$ cat src/rtl/time_adjust_ctrl.sv
// time_adjust_ctrl: four push-buttons -> mode, time/date select, adjust values and
// digit blink mask for the time/date counter. Key debounce is compiled in with
// `define KEY_DEBOUNCE_EN (DEB_CYCLES consecutive cycles to accept a level change).

// Per-key front end: 2-FF synchronizer, optional debounce, press (falling) detector.
module time_adjust_ctrl_key #(
   parameter int unsigned DEB_CYCLES = 1_000_000
) (
   input  logic clk,
   input  logic rst_n,
   input  logic i_key_n,
   output logic o_press
);
   logic [1:0] r_sync;
   logic [1:0] r_vld;
   logic       r_arm;
   logic       r_prev;
   logic       w_lvl;

   // two-stage synchronizer, idles at the released level
   always_ff @(posedge clk or negedge rst_n) begin
      if (!rst_n) r_sync <= 2'b11;
      else        r_sync <= {r_sync[0], i_key_n};
   end

   // arm only once a genuine released level has come through the synchronizer,
   // so a key already held at reset release cannot fire
   always_ff @(posedge clk or negedge rst_n) begin
      if (!rst_n) begin
         r_vld <= 2'b00;
         r_arm <= 1'b0;
      end else begin
         r_vld <= {r_vld[0], 1'b1};
         if (r_vld[1] && r_sync[1]) r_arm <= 1'b1;
      end
   end

`ifdef KEY_DEBOUNCE_EN
   localparam int unsigned CW = $clog2(DEB_CYCLES + 1);
   logic [CW-1:0] r_cnt;
   logic          r_deb;

   // accept a new level only after DEB_CYCLES consecutive differing samples
   always_ff @(posedge clk or negedge rst_n) begin
      if (!rst_n) begin
         r_cnt <= '0;
         r_deb <= 1'b1;
      end else if (r_sync[1] == r_deb) begin
         r_cnt <= '0;
      end else if (r_cnt == CW'(DEB_CYCLES - 1)) begin
         r_cnt <= '0;
         r_deb <= r_sync[1];
      end else begin
         r_cnt <= r_cnt + 1'b1;
      end
   end
   assign w_lvl = r_deb;
`else
   assign w_lvl = r_sync[1];
`endif

   // previous accepted level for the falling-edge detector
   always_ff @(posedge clk or negedge rst_n) begin
      if (!rst_n) r_prev <= 1'b1;
      else        r_prev <= w_lvl;
   end

   assign o_press = r_arm & r_prev & ~w_lvl;
endmodule

module time_adjust_ctrl #(
   parameter int unsigned DEB_CYCLES = 1_000_000
) (
   input  logic        clk,
   input  logic        rst_n,
   input  logic        key_mode_n,
   input  logic        key_ch_n,
   input  logic        key_sel_n,
   input  logic        key_inc_n,
   input  logic [23:0] time_num,
   input  logic [23:0] data_num,
   output logic [1:0]  model,
   output logic        date_time_ch,
   output logic [23:0] adjust_time_num,
   output logic [23:0] adjust_date_num,
   output logic [5:0]  blink_mask
);
   typedef enum logic [1:0] {S_CLK = 2'b00, S_SW = 2'b01, S_ALM = 2'b10, S_ADJ = 2'b11} state_t;

   state_t      r_state, w_state_nx;
   logic        r_dtc, w_dtc_nx;
   logic [1:0]  r_fld, w_fld_nx;
   logic [23:0] r_at, w_at_nx;
   logic [23:0] r_ad, w_ad_nx;
   logic [5:0]  r_blink, w_blink_nx;
   logic [3:0]  w_keys_n;
   logic [3:0]  w_press;   // [3] mode, [2] ch, [1] sel, [0] inc

   assign w_keys_n = {key_mode_n, key_ch_n, key_sel_n, key_inc_n};

   for (genvar k = 0; k < 4; k++) begin : g_key
      time_adjust_ctrl_key #(.DEB_CYCLES(DEB_CYCLES)) u_key (
         .clk     (clk),
         .rst_n   (rst_n),
         .i_key_n (w_keys_n[k]),
         .o_press (w_press[k])
      );
   end

   // two-digit BCD increment; anything at or above the top wraps to the bottom
   function automatic logic [7:0] bcd_inc(input logic [7:0] v, input logic [7:0] lo,
                                          input logic [7:0] hi);
      if (v >= hi)              return lo;
      else if (v[3:0] >= 4'd9)  return {v[7:4] + 4'd1, 4'd0};
      else                      return v + 8'd1;
   endfunction

   // last day of a BCD month, no leap years
   function automatic logic [7:0] day_max(input logic [7:0] m);
      case (m)
         8'h02:                      return 8'h28;
         8'h04, 8'h06, 8'h09, 8'h11: return 8'h30;
         default:                    return 8'h31;
      endcase
   endfunction

   // state and all outputs registered together
   always_ff @(posedge clk or negedge rst_n) begin
      if (!rst_n) begin
         r_state <= S_CLK;
         r_dtc   <= 1'b0;
         r_fld   <= 2'd2;
         r_at    <= 24'h235649;
         r_ad    <= 24'h201228;
         r_blink <= 6'b000000;
      end else begin
         r_state <= w_state_nx;
         r_dtc   <= w_dtc_nx;
         r_fld   <= w_fld_nx;
         r_at    <= w_at_nx;
         r_ad    <= w_ad_nx;
         r_blink <= w_blink_nx;
      end
   end

   // next state / edit logic, one pulse acts per cycle: mode > ch > sel > inc
   always_comb begin
      w_state_nx = r_state;
      w_dtc_nx   = r_dtc;
      w_fld_nx   = r_fld;
      w_at_nx    = r_at;
      w_ad_nx    = r_ad;
      w_blink_nx = 6'b000000;
      if (w_press[3]) begin
         case (r_state)
            S_CLK: w_state_nx = S_SW;
            S_SW:  w_state_nx = S_ALM;
            S_ALM: begin
               w_state_nx = S_ADJ;
               w_at_nx    = time_num;
               w_ad_nx    = data_num;
               w_dtc_nx   = 1'b0;
               w_fld_nx   = 2'd2;
            end
            default: w_state_nx = S_CLK;
         endcase
      end else if (r_state == S_ADJ) begin
         if (w_press[2]) begin
            // re-snapshot the side being entered so a stale value is never loaded
            w_dtc_nx = ~r_dtc;
            w_fld_nx = 2'd2;
            if (r_dtc) w_at_nx = time_num;
            else       w_ad_nx = data_num;
         end else if (w_press[1]) begin
            w_fld_nx = (r_fld == 2'd0) ? 2'd2 : r_fld - 2'd1;
         end else if (w_press[0]) begin
            if (!r_dtc) begin
               case (r_fld)
                  2'd2:    w_at_nx[23:16] = bcd_inc(r_at[23:16], 8'h00, 8'h23);
                  2'd1:    w_at_nx[15:8]  = bcd_inc(r_at[15:8],  8'h00, 8'h59);
                  default: w_at_nx[7:0]   = bcd_inc(r_at[7:0],   8'h00, 8'h59);
               endcase
            end else begin
               case (r_fld)
                  2'd2:    w_ad_nx[23:16] = bcd_inc(r_ad[23:16], 8'h00, 8'h99);
                  2'd1:    w_ad_nx[15:8]  = bcd_inc(r_ad[15:8],  8'h01, 8'h12);
                  default: w_ad_nx[7:0]   = bcd_inc(r_ad[7:0],   8'h01, day_max(r_ad[15:8]));
               endcase
            end
         end
      end
      if (w_state_nx == S_ADJ) begin
         case (w_fld_nx)
            2'd2:    w_blink_nx = 6'b110000;
            2'd1:    w_blink_nx = 6'b001100;
            default: w_blink_nx = 6'b000011;
         endcase
      end
   end

   assign model           = r_state;
   assign date_time_ch    = r_dtc;
   assign adjust_time_num = r_at;
   assign adjust_date_num = r_ad;
   assign blink_mask      = r_blink;
endmodule

$ cat config.mk
export PLATFORM = sky130hd
export DESIGN_NAME = time_adjust_ctrl
export DESIGN_NICKNAME = d
export VERILOG_FILES = /design/src/rtl/time_adjust_ctrl.sv
export SDC_FILE = /design/constraint.sdc
export NUM_CORES = 1
export LEC_CHECK = 0
export ABC_AREA = 1
export BUFFER_PORTS_ARGS = -buffer_cell sky130_fd_sc_hd__buf_2
export CAP_MARGIN = 20
export CORE_ASPECT_RATIO = 2
export CORE_UTILIZATION = 60
export DETAILED_ROUTE_END_ITERATION = 8
export MAX_ROUTING_LAYER = met4
export PLACE_DENSITY = 0.88
export SETUP_SLACK_MARGIN = 0.3
export SLEW_MARGIN = 20
export SYNTH_ARGS = -nofsm -noshare
export SYNTH_HDL_FRONTEND = slang
export SYNTH_SLANG_ARGS = --single-unit
$ cat constraint.sdc
create_clock -name clk -period 6.8 [get_ports clk]
set_input_delay 1.36 -clock clk [delete_from_list [all_inputs] [get_ports clk]]
set_output_delay 1.36 -clock clk [all_outputs]
set_load 0.01 [all_outputs]
-- Yosys cells after proc, flatten, opt, wreduce, memory -nomap -nowiden
Index checks and enable logic that the tools add are counted.
- add/subtract/negate cells: 13
- magnitude comparators: 12
- equality and inequality tests: 22
- multiplexer cells: 56
- bitwise logic cells: 13
- reductions and logical operators: 21
- operator list (kind ; number):
    two-way mux 24 bit ; 16
    two-way mux 8 bit ; 25
    adder 8 x 1 -> 8 bit (second input constant) ; 6
    AND reduction 7 bit ; 6
    adder 4 x 1 -> 4 bit (second input constant) ; 6
    greater-or-equal comparator 4 bit (second input constant) ; 6
    equality test 8 x 3 -> 1 bit (second input constant) ; 2
    greater-or-equal comparator 8 x 7 -> 1 bit (second input constant) ; 2
    != test 5 x 3 -> 1 bit (second input constant) ; 3
    two-way mux 2 bit ; 7
    case mux 6 bit (2 select lines) ; 1
    nonzero test 3 bit ; 4
    equality test 2 bit (second input constant) ; 5
    case mux 5 bit (2 select lines) ; 1
    != test 3 x 1 -> 1 bit (second input constant) ; 3
    bitwise AND 1 bit ; 8
    equality test 8 x 2 -> 1 bit (second input constant) ; 1
    equality test 8 x 4 -> 1 bit (second input constant) ; 1
    equality test 8 x 5 -> 1 bit (second input constant) ; 1
    greater-or-equal comparator 8 x 5 -> 1 bit (second input constant) ; 1
    greater-or-equal comparator 8 x 6 -> 1 bit (second input constant) ; 1
    greater-or-equal comparator 8 bit ; 1
    greater-or-equal comparator 8 bit (second input constant) ; 1
    equality test 2 x 1 -> 1 bit (second input constant) ; 3
    other kinds (13) ; 26
- flip-flop bits (word level): 83
- bits of input ports: 54
- output and inout port bits: 57
- logic and storage cells: 163

-- Longest topological paths before layout
Gate-level depths: netlist of the first run.
- depth in word-level cells: 19
- gate-level depth with buffers: 17
- gate-level depth less buffers: 17

-- Modules after synthesis
Synthesis of the first run repeated with hierarchy kept, for this count alone.
- cells, all modules: 698
- area total of the unflattened synthesis: 5154.9 um^2
- by module, submodules not included (module ; instances ; cells each ; area an instance (um^2) ; sequential area each (um^2)):
    time_adjust_ctrl ; 1 ; 650 ; 4439.3 ; 1421.4
    time_adjust_ctrl_key ; 4 ; 12 ; 178.9 ; 153.9

-- Worst setup path after synthesis of the first run
OpenSTA, ideal clock, no wires.
- path type: register to register
- start point: register r_ad[9], in the netlist adjust_date_num[9]
- end point: register r_ad[5], in the netlist adjust_date_num[5]
- library setup time: 67 ps
- arrival time: 2177 ps
- required time: 6733 ps
- path slack: 4556 ps
- stages on the path, launching flop included: 17
- path buffers: 0
- period minus slack after synthesis: 2244 ps
- cells stage by stage: dfstp_2 > inv_1 > ha_1 > o21ai_0 > o21ai_0 > a32oi_1 > and2_1 > ha_1 > nor2_1 > nand2_1 > nand2_1 > nand2_1 > nand2_1 > nand2_1 > nor2_1 > nor2_1 > nor2_1
- longest elaborated chain between the ends: 19
- elaborated cells on any way between the ends: 23
- those cells by class: 1 x order compare; 5 x eq/ne; 16 x mux; 1 x reduce/logical
- ends and longest elaborated chain (item ; line ; source):
    from (decl) ; 94 ; logic [23:0] r_ad, w_ad_nx;
    from (signal assigned) ; 141 ; r_ad <= w_ad_nx;
    equality test 8 x 3 -> 1 bit (tied with other cells) ; 120 ; case (m)
    OR reduction 4 bit ; 120 ;
    case mux 5 bit (2 select lines) * ; 120 ;
    two-way mux 8 bit * ; 184 ; case (r_fld)
    two-way mux 8 bit * ; 177 ; if (!r_dtc) begin
    two-way mux 8 bit * ; 176 ; end else if (w_press[0]) begin
    two-way mux 8 bit * ; 174 ; end else if (w_press[1]) begin
    two-way mux 8 bit * ; 168 ; if (w_press[2]) begin
    (+3 left out) ; -- ;
    two-way mux 8 bit * ; 113 ; if (v >= hi) return lo;
    two-way mux 8 bit * ; 184 ;
    two-way mux 24 bit * ; 177 ;
    two-way mux 24 bit * ; 176 ;
    two-way mux 24 bit * ; 174 ;
    two-way mux 24 bit * ; 168 ;
    two-way mux 24 bit * ; 167 ; end else if (r_state == S_ADJ) begin
    two-way mux 24 bit * ; 154 ; if (w_press[3]) begin
Mark *: on every way between the ends. The rest lies on a longest branch, timed or not. The select of a mux whose other input is x is not followed.
A chain may end at the register's enable or synchronous reset.

-- Worst setup path in the final report of the first run
- start point: register g_key[3].u_key.r_prev
- end point: register r_ad[17], in the netlist adjust_date_num[17]
- longest elaborated chain between the ends: 4
- elaborated cells on any way between the ends: 11
- those cells by class: 3 x eq/ne; 1 x mux; 2 x bitwise; 5 x reduce/logical
- ends and longest elaborated chain (item ; line ; source):
    from (decl) ; 17 ; logic r_prev;
    from (signal assigned) ; 65 ; else r_prev <= w_lvl;
    bitwise AND 1 bit * (2 in series) ; 68 ; assign o_press = r_arm & r_prev & ~w_lvl;
    != test 3 x 2 -> 1 bit (no line) (tied with other cells) ; -- ;
    AND reduction 7 bit (no line) ; -- ;
Mark *: on every way between the ends. The rest lies on a longest branch, timed or not.

==> results of run 1 <==
-- worst max-delay path: stages (launching register included) --
cell     delay, ns
dfstp_2       0.52
nand3_1       0.34
nand2_4       0.59
nor2_4        0.10
nor2_2        0.48
nand2_1       0.19
nor2_1        0.16
a21oi_1       0.09
-- routing by layer --
metal | GRT usage, % | wire (um) | up-vias
li1 | - | - | 2402
met2 | 55.8 | 7260 | 181
met4 | 24.5 | 788 | 0
met1 | 31.5 | 4370 | 2286
met5 | - | 0 | -
met3 | 9.43 | 561 | 66
-- cells by family after synthesis --
group | count (synthesis)
other cells | 1
xor+xnor | 17
fa+ha+maj | 42
flops | 74
simple gates | 389
buf+inv | 108
compound gates | 67
-- how the worst max path moves through the flow --
stage | slack [ns] | cells after the start | start | to
2_1_floorplan | 4.56 | 16 | adjust_date_num[9] | adjust_date_num[5]
3_3_place_gp | 4.38 | 7 | g_key[3].u_key.r_prev | adjust_date_num[23]
3_5_place_dp | 4.25 | 7 | g_key[3].u_key.r_prev | adjust_date_num[17]
4_1_cts | 4.23 | 7 | g_key[3].u_key.r_prev | adjust_date_num[17]
5_1_grt | 3.98 | 7 | g_key[3].u_key.r_prev | adjust_date_num[23]
6_report | 4.19 | 7 | g_key[3].u_key.r_prev | adjust_date_num[17]
-- cells in the final DEF (no fill, tap or decap), types with 4 or more instances in the layout --
| master | count |
|---|---|
| dfstp_2 | 28 |
| inv_2 | 4 |
| dfrtp_1 | 46 |
| nand2_1 | 189 |
| clkbuf_16 | 9 |
| nor3_1 | 8 |
| nand3_1 | 55 |
| ha_1 | 42 |
| nor2_1 | 104 |
| buf_2 | 109 |
| xor2_1 | 12 |
| inv_1 | 88 |
| nand3_2 | 4 |
| o21ai_0 | 26 |
| o21ai_1 | 5 |
| nand4_1 | 12 |
| xnor2_1 | 5 |
| a21oi_1 | 25 |
| a21o_1 | 4 |
| nor2_4 | 7 |
-- power by group through the flow --
stage	Combinational (mW)	Sequential (mW)	Clock (mW)
3_5_place_dp	1.24	0.870	0
3_3_place_gp	1.19	0.857	0
2_1_floorplan	0.816	0.887	0
5_1_grt	1.44	0.902	0.523
4_1_cts	1.26	0.865	0.506
6_report	1.26	0.871	0.498
-- flip-flops by register name (all words and copies together) (netlist names) --
name,cells
blink_mask,3
r_fld,2
date_time_ch,1
g_key.u_key.r_arm,4
adjust_time_num,24
g_key.u_key.r_prev,4
g_key.u_key.r_vld,2
g_key.u_key.r_sync,8
model,2
adjust_date_num,24
-- stage by stage --
step | utilization [%] | hold slack, ns
CTS | 72.3 | 0.347
finish | 72.3 | 0.346
global placement | 68.5 | 0.333
global route | 72.3 | 0.356
detailed placement | 68.5 | 0.335
floorplan | - | 0.331
-- cell type report --
| type | instances | area (um^2) |
|---|---|---|
| inverters | 92 | 345 |
| clock buffers | 12 | 246 |
| multi-input cells | 516 | 2720 |
| repair buffers | 111 | 561 |
| well taps | 98 | 123 |
| flip-flops and latches | 74 | 1890 |
| clock inverters | 3 | 65.1 |
| fillers | 681 | 2280 |
==> impl_metrics.py, run 1 <==
metrics = {
    "route": {
        "firstDrtPassIters": 5,
        "drc": 0,
        "postRouteAntennaNets": 0,
        "wl_per_cell_um": 14.3,
        "num_vias": 4935,
        "avgViaCountPerCell": 5.45,
        "wl_um": 13000,
        "drt_iter0_markers": 272,
    },
    "layout": {
        "fin_area_um2": 5950,
        "diodes": 0,
        "final_cells": 906,
        "syn_to_final_growth_pct": 17.2,
        "fin_nets": 900,
        "drive_gt1_share_pct": 21.5,
    },
    "logic_synthesis": {
        "yosys.cell_count.top_type": "nand2_1",
        "netlist_area_um2": 5080,
        "synth_compound_gate_area_share_pct": 7.20,
        "synthDistinctLibCells": 36,
        "synth_xor_xnor_area_share_pct": 2.93,
        "synth.area.top_cells": "dfrtp_1, dfstp_2, nand2_1",
        "syn_nets": 794,
        "synth_top_area_share_pct": 22.7,
        "synth_fa_ha_area_share_pct": 10.3,
        "syn_avg_cell_area_um2": 7.27,
        "muxShareOfSynthArea_pct": 0,
        "yosysWarnings": 0,
        "synthCells": 698,
        "synth_top_family_by_area": "simple AND/OR/NAND/NOR gates",
        "synth_commonest_cells": "nand2_1, nor2_1, inv_1",
        "synth_edf_count": 0,
        "synth_area_leader_cell": "dfrtp_1",
        "ys.flop_type": "dfrtp_1",
        "async_reset_ff_share_pct": 100,
        "seq_area_frac_synth_pct": 37.2,
        "synth-simple-area-share_pct": 33.1,
        "synth.ff_latch_count": 74,
    },
    "placement": {
        "io_buffers": 110,
        "pre_cts_slack_ns": 4.25,
        "gp_congestion": 0.884,
        "place_inst": 891,
        "postPlaceCellArea_um2": 5640,
        "hpwlAfterDp_um": 9860,
    },
    "clocking": {
        "cts_buffers": 9,
        "clk_latency_ns": 0.34,
        "hold_buffers": 0,
        "cts_buffer_depth": 2,
        "cts_tree": "built",
        "cts_resized": 0,
        "cts.sinks": 74,
        "cts_htree_levels": 3,
        "cts-root-buf": "clkbuf_16",
        "post_cts_buffers": 0,
        "path_clk_slew_ns": 0.05,
    },
    "sta": {
        "worst_slew_pin_slew_ns": 0.928,
        "clock_skew_ns": 0.00791,
        "min_period_over_period_pct": 38.3,
        "hold_violations": 0,
        "drv_slew": 0,
        "rsz0062_at_grt": "false",
        "max_freq_mhz": 384,
        "slew-limit-headroom_pct": 38.2,
        "fin_setup_tns_ns": 0,
        "final.min_clock_period_ns": 2.61,
        "layout_setup_ws_ns": 4.19,
        "setup_viol_count_final": 0,
    },
    "die": {
        "fp.dieW_um": 67.0,
        "initial_core_util_pct": 61.7,
        "die_h_um": 132,
        "boundaryPins": 111,
        "rows": 47,
        "die_area_um2": 8860,
        "core_area_um2": 8230,
    },
    "critical_path": {
        "start_kind": "flip-flop",
        "cp-end-kind": "flip-flop",
        "critPathMaxFanout": 49,
        "r2r_setup_slack_ns": 4.19,
        "r2r_start": "g_key[3].u_key.r_prev",
        "critical_path_arrival_ns": 2.82,
        "required_ns": 7.02,
        "reg2reg_depth": 7,
        "worstSetupPathType": "reg -> reg",
        "reg2reg_to": "adjust_date_num[17]",
    },
    "min_path": {
        "holdCritStartpoint": "g_key[3].u_key.r_vld[0]",
        "hp-class": "reg -> reg",
        "min_path_cells": 0,
        "min_to": "g_key[0].u_key.r_vld[1]",
    },
    "power_and_ir_drop": {
        "power_frac_seq_pct": 33.1,
        "p_sw_mw": 1.19,
        "cellPowerDensity_nw_per_um2": 442,
        "irDropWorstVdd_v": 0.000241,
        "switching_share_pct": 45.2,
        "clkPwrFrac_pct": 18.9,
        "power_mw": 2.63,
        "p_int_mw": 1.44,
        "combPwrFrac_pct": 47.9,
        "leakage_nw": 3.24,
    },
    "global_route": {
        "grt_pass1_wl_um": 21800,
        "grt-ovfl-total": 0,
        "grt_pass1_vias": 4924,
        "grt_usage_pct": 33.7,
        "antenna_found_initial": 0,
        "grt_max_degree": 75,
    },
    "outcome": {
        "outcome": "complete, no violations",
    },
    "job": {
        "maxCapViolations": 0,
    },
}
No activity file was read; power rests on OpenSTA's default activity.
==> inputs of run 2 (changes only) <==
--- a/config.mk
+++ b/config.mk
@@ -9,10 +9,10 @@
 export BUFFER_PORTS_ARGS = -buffer_cell sky130_fd_sc_hd__buf_2
 export CAP_MARGIN = 20
 export CORE_ASPECT_RATIO = 2
-export CORE_UTILIZATION = 60
+export CORE_UTILIZATION = 55
 export DETAILED_ROUTE_END_ITERATION = 8
 export MAX_ROUTING_LAYER = met4
-export PLACE_DENSITY = 0.88
+export PLACE_DENSITY = 0.82
 export SETUP_SLACK_MARGIN = 0.3
 export SLEW_MARGIN = 20
 export SYNTH_ARGS = -nofsm -noshare
==> constraint.sdc (replaced) <==
create_clock -name clk -period 2.52 [get_ports clk]
set_input_delay 0.504 -clock clk [delete_from_list [all_inputs] [get_ports clk]]
set_output_delay 0.504 -clock clk [all_outputs]
set_load 0.01 [all_outputs]
==> impl_metrics.py, run 2 (synthesized netlist as in run 1, its figures left out) <==
metrics = {
    "outcome": {
        "outcome": "complete, no violations",
    },
    "sta": {
        "worst_slew_pin_slew_ns": 0.493,
        "slew-limit-headroom_pct": 66.8,
        "final.min_clock_period_ns": 2.33,
        "whs_ns": 0.130,
        "rsz0062_at_grt": "true",
        "clock_skew_ns": 0.00667,
        "fin_setup_tns_ns": 0,
        "min_period_over_period_pct": 92.3,
        "drv_slew": 0,
        "setup_viol_count_final": 0,
        "layout_setup_ws_ns": 0.194,
        "max_freq_mhz": 430,
        "hold_violations": 0,
    },
    "layout": {
        "diodes": 0,
        "mostFrequentLayoutCell": "nand2_1",
        "fin_util_pct": 69.9,
        "mostFrequentLayoutCells": "nand2_1, buf_2, nor2_1, inv_1, nand3_1",
        "fin_nets": 916,
        "fillers": 712,
        "seqCellArea_um2": 1890,
        "syn_to_final_growth_pct": 23.3,
        "multi_input_area_um2": 2850,
        "drive_gt1_share_pct": 26.8,
    },
    "power_and_ir_drop": {
        "leakage_nw": 3.36,
        "irDropWorstVdd_v": 0.000845,
        "cellPowerDensity_nw_per_um2": 1210,
    },
    "global_route": {
        "grt-ovfl-total": 0,
        "antenna_found_initial": 0,
        "grt_max_degree": 43,
        "grt_usage_pct": 30.2,
        "grt_pass1_vias": 5017,
        "grt_pass1_wl_um": 22400,
    },
    "route": {
        "num_vias": 5030,
        "avgViaCountPerCell": 5.43,
        "postRouteAntennaNets": 0,
        "wl_per_cell_um": 14.9,
        "firstDrtPassIters": 5,
        "wl_um": 13800,
        "drc": 0,
        "drt_iter0_markers": 281,
    },
    "job": {
        "maxCapViolations": 0,
    },
    "die": {
        "fp.dieW_um": 69.9,
        "rows": 49,
        "die_h_um": 138,
        "core_area_um2": 8950,
        "die_area_um2": 9640,
        "boundaryPins": 111,
        "initial_core_util_pct": 56.7,
    },
    "clocking": {
        "cts_buffers": 9,
        "clk_latency_ns": 0.33,
        "hold_buffers": 0,
        "cts.sinks": 74,
        "path_clk_slew_ns": 0.06,
        "cts-root-buf": "clkbuf_16",
        "cts_htree_levels": 3,
        "cts_tree": "built",
        "cts_buffer_depth": 2,
    },
    "critical_path": {
        "critPathMaxFanout": 5,
        "worst_path_largest_cell_delay_ns": 0.56,
        "cp-end-kind": "flip-flop",
        "worstSetupPathType": "reg -> reg",
        "required_ns": 2.77,
        "cp_num_buf_inv": 2,
        "crit_path_top_delay_cell": "dfstp_2",
        "crit_chain": "inv_2 > ha_2 > inv_2 > nor2_1 > a32oi_2 > and2_4 > ha_4 > nor2_2 > nand2_1 > nand2_1 > nand2_1 > nand2_2 > nand2_4 > nor2_2 > nor2_1 > nor2_1",
        "critical_path_arrival_ns": 2.58,
        "crit_family": "simple AND/OR/NAND/NOR gates",
        "start_kind": "flip-flop",
    },
    "placement": {
        "pre_cts_slack_ns": -0.0584,
        "io_buffers": 110,
        "hpwlAfterDp_um": 10200,
        "gp_congestion": 0.928,
    },
    "min_path": {
        "hp-class": "in -> async",
    },
}
==> run 2: changes by cell type in the layout (fill, tap and decap cells not counted), moves of 4 or more <==
cell,previous run,this run
buf_4,2,14
ha_1,42,37
inv_1,88,83
inv_2,4,8
nor2_1,104,93
nor2_2,2,10
==> run 2: through the flow <==
stage	cell area, um^2	instances	total power [mW]
global route	6260	927	8.18
floorplan	5080	698	4.60
global placement	5750	906	5.61
finish	6260	927	7.57
detailed placement	5750	906	5.79
CTS	6180	925	7.39
==> run 2: worst register-to-register path: stages, from the launching register on <==
cell and delay (ns):
dfstp_2 0.56, inv_2 0.07, ha_2 0.19, inv_2 0.07, nor2_1 0.06, a32oi_2 0.21, and2_4 0.19, ha_4 0.19
nor2_2 0.07, nand2_1 0.05, nand2_1 0.06, nand2_1 0.06, nand2_2 0.11, nand2_4 0.11, nor2_2 0.09, nor2_1 0.05
nor2_1 0.12
==> run 2: power by group <==
group / internal [mW] / leakage (nW) / switching, mW
Combinational: 1.47 / 2.35 / 2.34
Sequential: 1.72 / 0.836 / 0.611
Clock: 0.946 / 0.165 / 0.484
==> run 2: timing repair <==
action / 4_1_cts / 5_1_grt
buffers inserted: 3 / 2
gates cloned: 0 / 0
pin swaps: 12 / 13
setup endpoints to repair: 7 / 7
gates resized for setup: 19 / 20
==> run 2: final cells by class <==
cell class              instances  area share, %
well taps                     102           2.04
clock buffers                  12           4.26
clock inverters                 4           1.16
inverters                      92           5.56
multi-input cells             516           45.5
repair buffers                127           11.4
flip-flops and latches         74           30.1
==> run 2: final timing paths <==
path | startpoint | endpoint | cells past startpoint | slack (ns)
max | adjust_date_num[9] | adjust_date_num[6] | 16 | 0.19
min | rst_n | adjust_time_num[20] | 1 | 0.13
max reg2reg | adjust_date_num[9] | adjust_date_num[6] | 16 | 0.19
min reg2reg | g_key[3].u_key.r_vld[0] | g_key[0].u_key.r_vld[1] | 0 | 0.35
max in group asynchronous | rst_n | g_key[3].u_key.r_sync[1] | 2 | 1.74
min in group clk | key_ch_n | g_key[2].u_key.r_sync[0] | 1 | 0.27
==> run 2: routing by layer <==
metal / routed length [um] / global-route usage [%] / share of wire, %
met2: 7840 / 57.1 / 57
met1: 4710 / 27.6 / 34
met4: 779 / 19.4 / 5.6
met5: 0 / - / 0
met3: 498 / 4.94 / 3.6
==> inputs of run 3 (changes only) <==
--- a/config.mk
+++ b/config.mk
@@ -9,10 +9,10 @@
 export BUFFER_PORTS_ARGS = -buffer_cell sky130_fd_sc_hd__buf_2
 export CAP_MARGIN = 20
 export CORE_ASPECT_RATIO = 2
-export CORE_UTILIZATION = 55
+export CORE_UTILIZATION = 50
 export DETAILED_ROUTE_END_ITERATION = 8
 export MAX_ROUTING_LAYER = met4
-export PLACE_DENSITY = 0.82
+export PLACE_DENSITY = 0.75
 export SETUP_SLACK_MARGIN = 0.3
 export SLEW_MARGIN = 20
 export SYNTH_ARGS = -nofsm -noshare
==> impl_metrics.py, run 3 (synthesized netlist as in run 1, its figures left out) <==
metrics = {
    "layout": {
        "diodes": 0,
        "mostFrequentLayoutCells": "nand2_1, buf_2, nor2_1, inv_1, nand3_1",
        "drive_gt1_share_pct": 25.5,
        "fin_area_um2": 6200,
        "mostFrequentLayoutCell": "nand2_1",
        "syn_to_final_growth_pct": 22.2,
        "fin_nets": 914,
    },
    "global_route": {
        "grt_max_degree": 41,
        "grt-ovfl-total": 0,
        "grt_pass1_vias": 4742,
        "grt_pass1_wl_um": 21500,
        "grt_usage_pct": 27.3,
        "antenna_found_initial": 0,
    },
    "clocking": {
        "hold_buffers": 0,
        "clk_latency_ns": 0.34,
        "cts_tree": "built",
        "cts_buffers": 9,
        "cts-root-buf": "clkbuf_16",
        "cts_buffer_depth": 2,
        "cts_htree_levels": 3,
        "cts.sinks": 74,
        "path_clk_slew_ns": 0.06,
    },
    "die": {
        "die_area_um2": 10600,
        "boundaryPins": 111,
        "die_h_um": 145,
        "fp.dieW_um": 73.3,
        "rows": 51,
        "initial_core_util_pct": 51.7,
        "core_area_um2": 9830,
    },
    "route": {
        "wl_um": 13100,
        "avgViaCountPerCell": 5.14,
        "wl_per_cell_um": 13.7,
        "firstDrtPassIters": 4,
        "drc": 0,
        "drt_iter0_markers": 258,
        "num_vias": 4908,
        "postRouteAntennaNets": 0,
    },
    "critical_path": {
        "critPathMaxFanout": 5,
        "reg2reg_to": "adjust_date_num[6]",
        "r2r_start": "adjust_date_num[9]",
        "worstSetupPathType": "reg -> reg",
        "cp-end-kind": "flip-flop",
        "start_kind": "flip-flop",
        "r2r_setup_slack_ns": 0.15,
        "required_ns": 2.79,
        "reg2reg_depth": 16,
        "critical_path_arrival_ns": 2.64,
    },
    "placement": {
        "pre_cts_slack_ns": -0.0607,
        "gp_congestion": 0.898,
        "postPlaceCellArea_um2": 5750,
        "hpwlAfterDp_um": 9810,
        "io_buffers": 110,
    },
    "power_and_ir_drop": {
        "switching_share_pct": 45.8,
        "p_int_mw": 3.94,
        "power_frac_seq_pct": 32.0,
        "irDropWorstVdd_v": 0.000665,
        "power_mw": 7.27,
        "p_sw_mw": 3.33,
        "combPwrFrac_pct": 50.3,
        "clkPwrFrac_pct": 17.8,
        "cellPowerDensity_nw_per_um2": 1170,
        "leakage_nw": 3.32,
    },
    "job": {
        "maxCapViolations": 0,
    },
    "outcome": {
        "outcome": "complete, no violations",
    },
    "sta": {
        "final.min_clock_period_ns": 2.37,
        "clock_skew_ns": 0.00837,
        "min_period_over_period_pct": 94.0,
        "hold_violations": 0,
        "rsz0062_at_grt": "true",
        "max_freq_mhz": 422,
        "drv_slew": 0,
        "layout_setup_ws_ns": 0.151,
        "setup_viol_count_final": 0,
    },
    "min_path": {
        "hp-class": "in -> async",
    },
}
[run 3: worst max path at each step]
stage	cells after the start	endpoint	startpoint	slack, ns
final	16	adjust_date_num[6]	adjust_date_num[9]	0.15
after CTS	16	adjust_date_num[3]	adjust_date_num[9]	0.15
after detailed placement	17	adjust_date_num[5]	adjust_date_num[9]	-0.06
after floorplan	16	adjust_date_num[5]	adjust_date_num[9]	0.31
after global routing	16	adjust_date_num[4]	adjust_date_num[9]	0.03
after global placement	17	adjust_date_num[5]	adjust_date_num[9]	0.04
[run 3: worst max-delay path, cell delays in order, from the launching register on]
cell and delay (ns):
dfstp_2 0.56, inv_4 0.06, ha_4 0.15, o21ai_2 0.11, o21ai_1 0.08, a32oi_1 0.23
and2_4 0.21, ha_4 0.20, nor2_2 0.07, nand2_1 0.06, nand2_1 0.06, nand2_1 0.06
nand2_2 0.10, nand2_4 0.10, nor2_2 0.13, nor2_1 0.06, nor2_1 0.07
[run 3: metrics by stage]
stage	std cells	hold slack (ns)	utilization, %	TNS, ns
2_1_floorplan	698	0.208	-	0
3_3_place_gp	932	0.332	58.5	0
3_5_place_dp	932	0.335	58.5	-0.218
5_1_grt	955	0.156	63.1	0
4_1_cts	954	0.139	62.7	0
6_report	955	0.120	63.1	0
[run 3: area by class of cell]
cell class | instances | area (um^2)
tap | 132 | 165
clock buffer | 12 | 246
fill | 888 | 3620
clock inverter | 4 | 51.3
multi-input combinational | 516 | 2830
inverter | 92 | 348
timing repair buffer | 125 | 682
sequential | 74 | 1890
[run 3: metal layers]
layer | share of wire, % | global-route usage, %
met5 | 0 | -
met4 | 4.1 | 15.4
met3 | 3.6 | 4.53
met2 | 56 | 49.9
met1 | 36 | 26.4
[run 3: what timing repair did]
action | in CTS | in global routing
gates resized for setup | 18 | 12
buffers inserted | 6 | 1
pin swaps | 17 | 14
endpoints found under the setup margin | 7 | 18
hold endpoints to repair | 0 | 0
[run 3: power groups by stage]
stage               registers, mW  logic, mW  clock network, mW
finish                       2.33       3.66               1.29
global route                 2.40       4.14               1.36
CTS                          2.32       3.55               1.31
detailed placement           2.34       3.36                  0
global placement             2.31       3.26                  0
floorplan                    2.39       2.20                  0
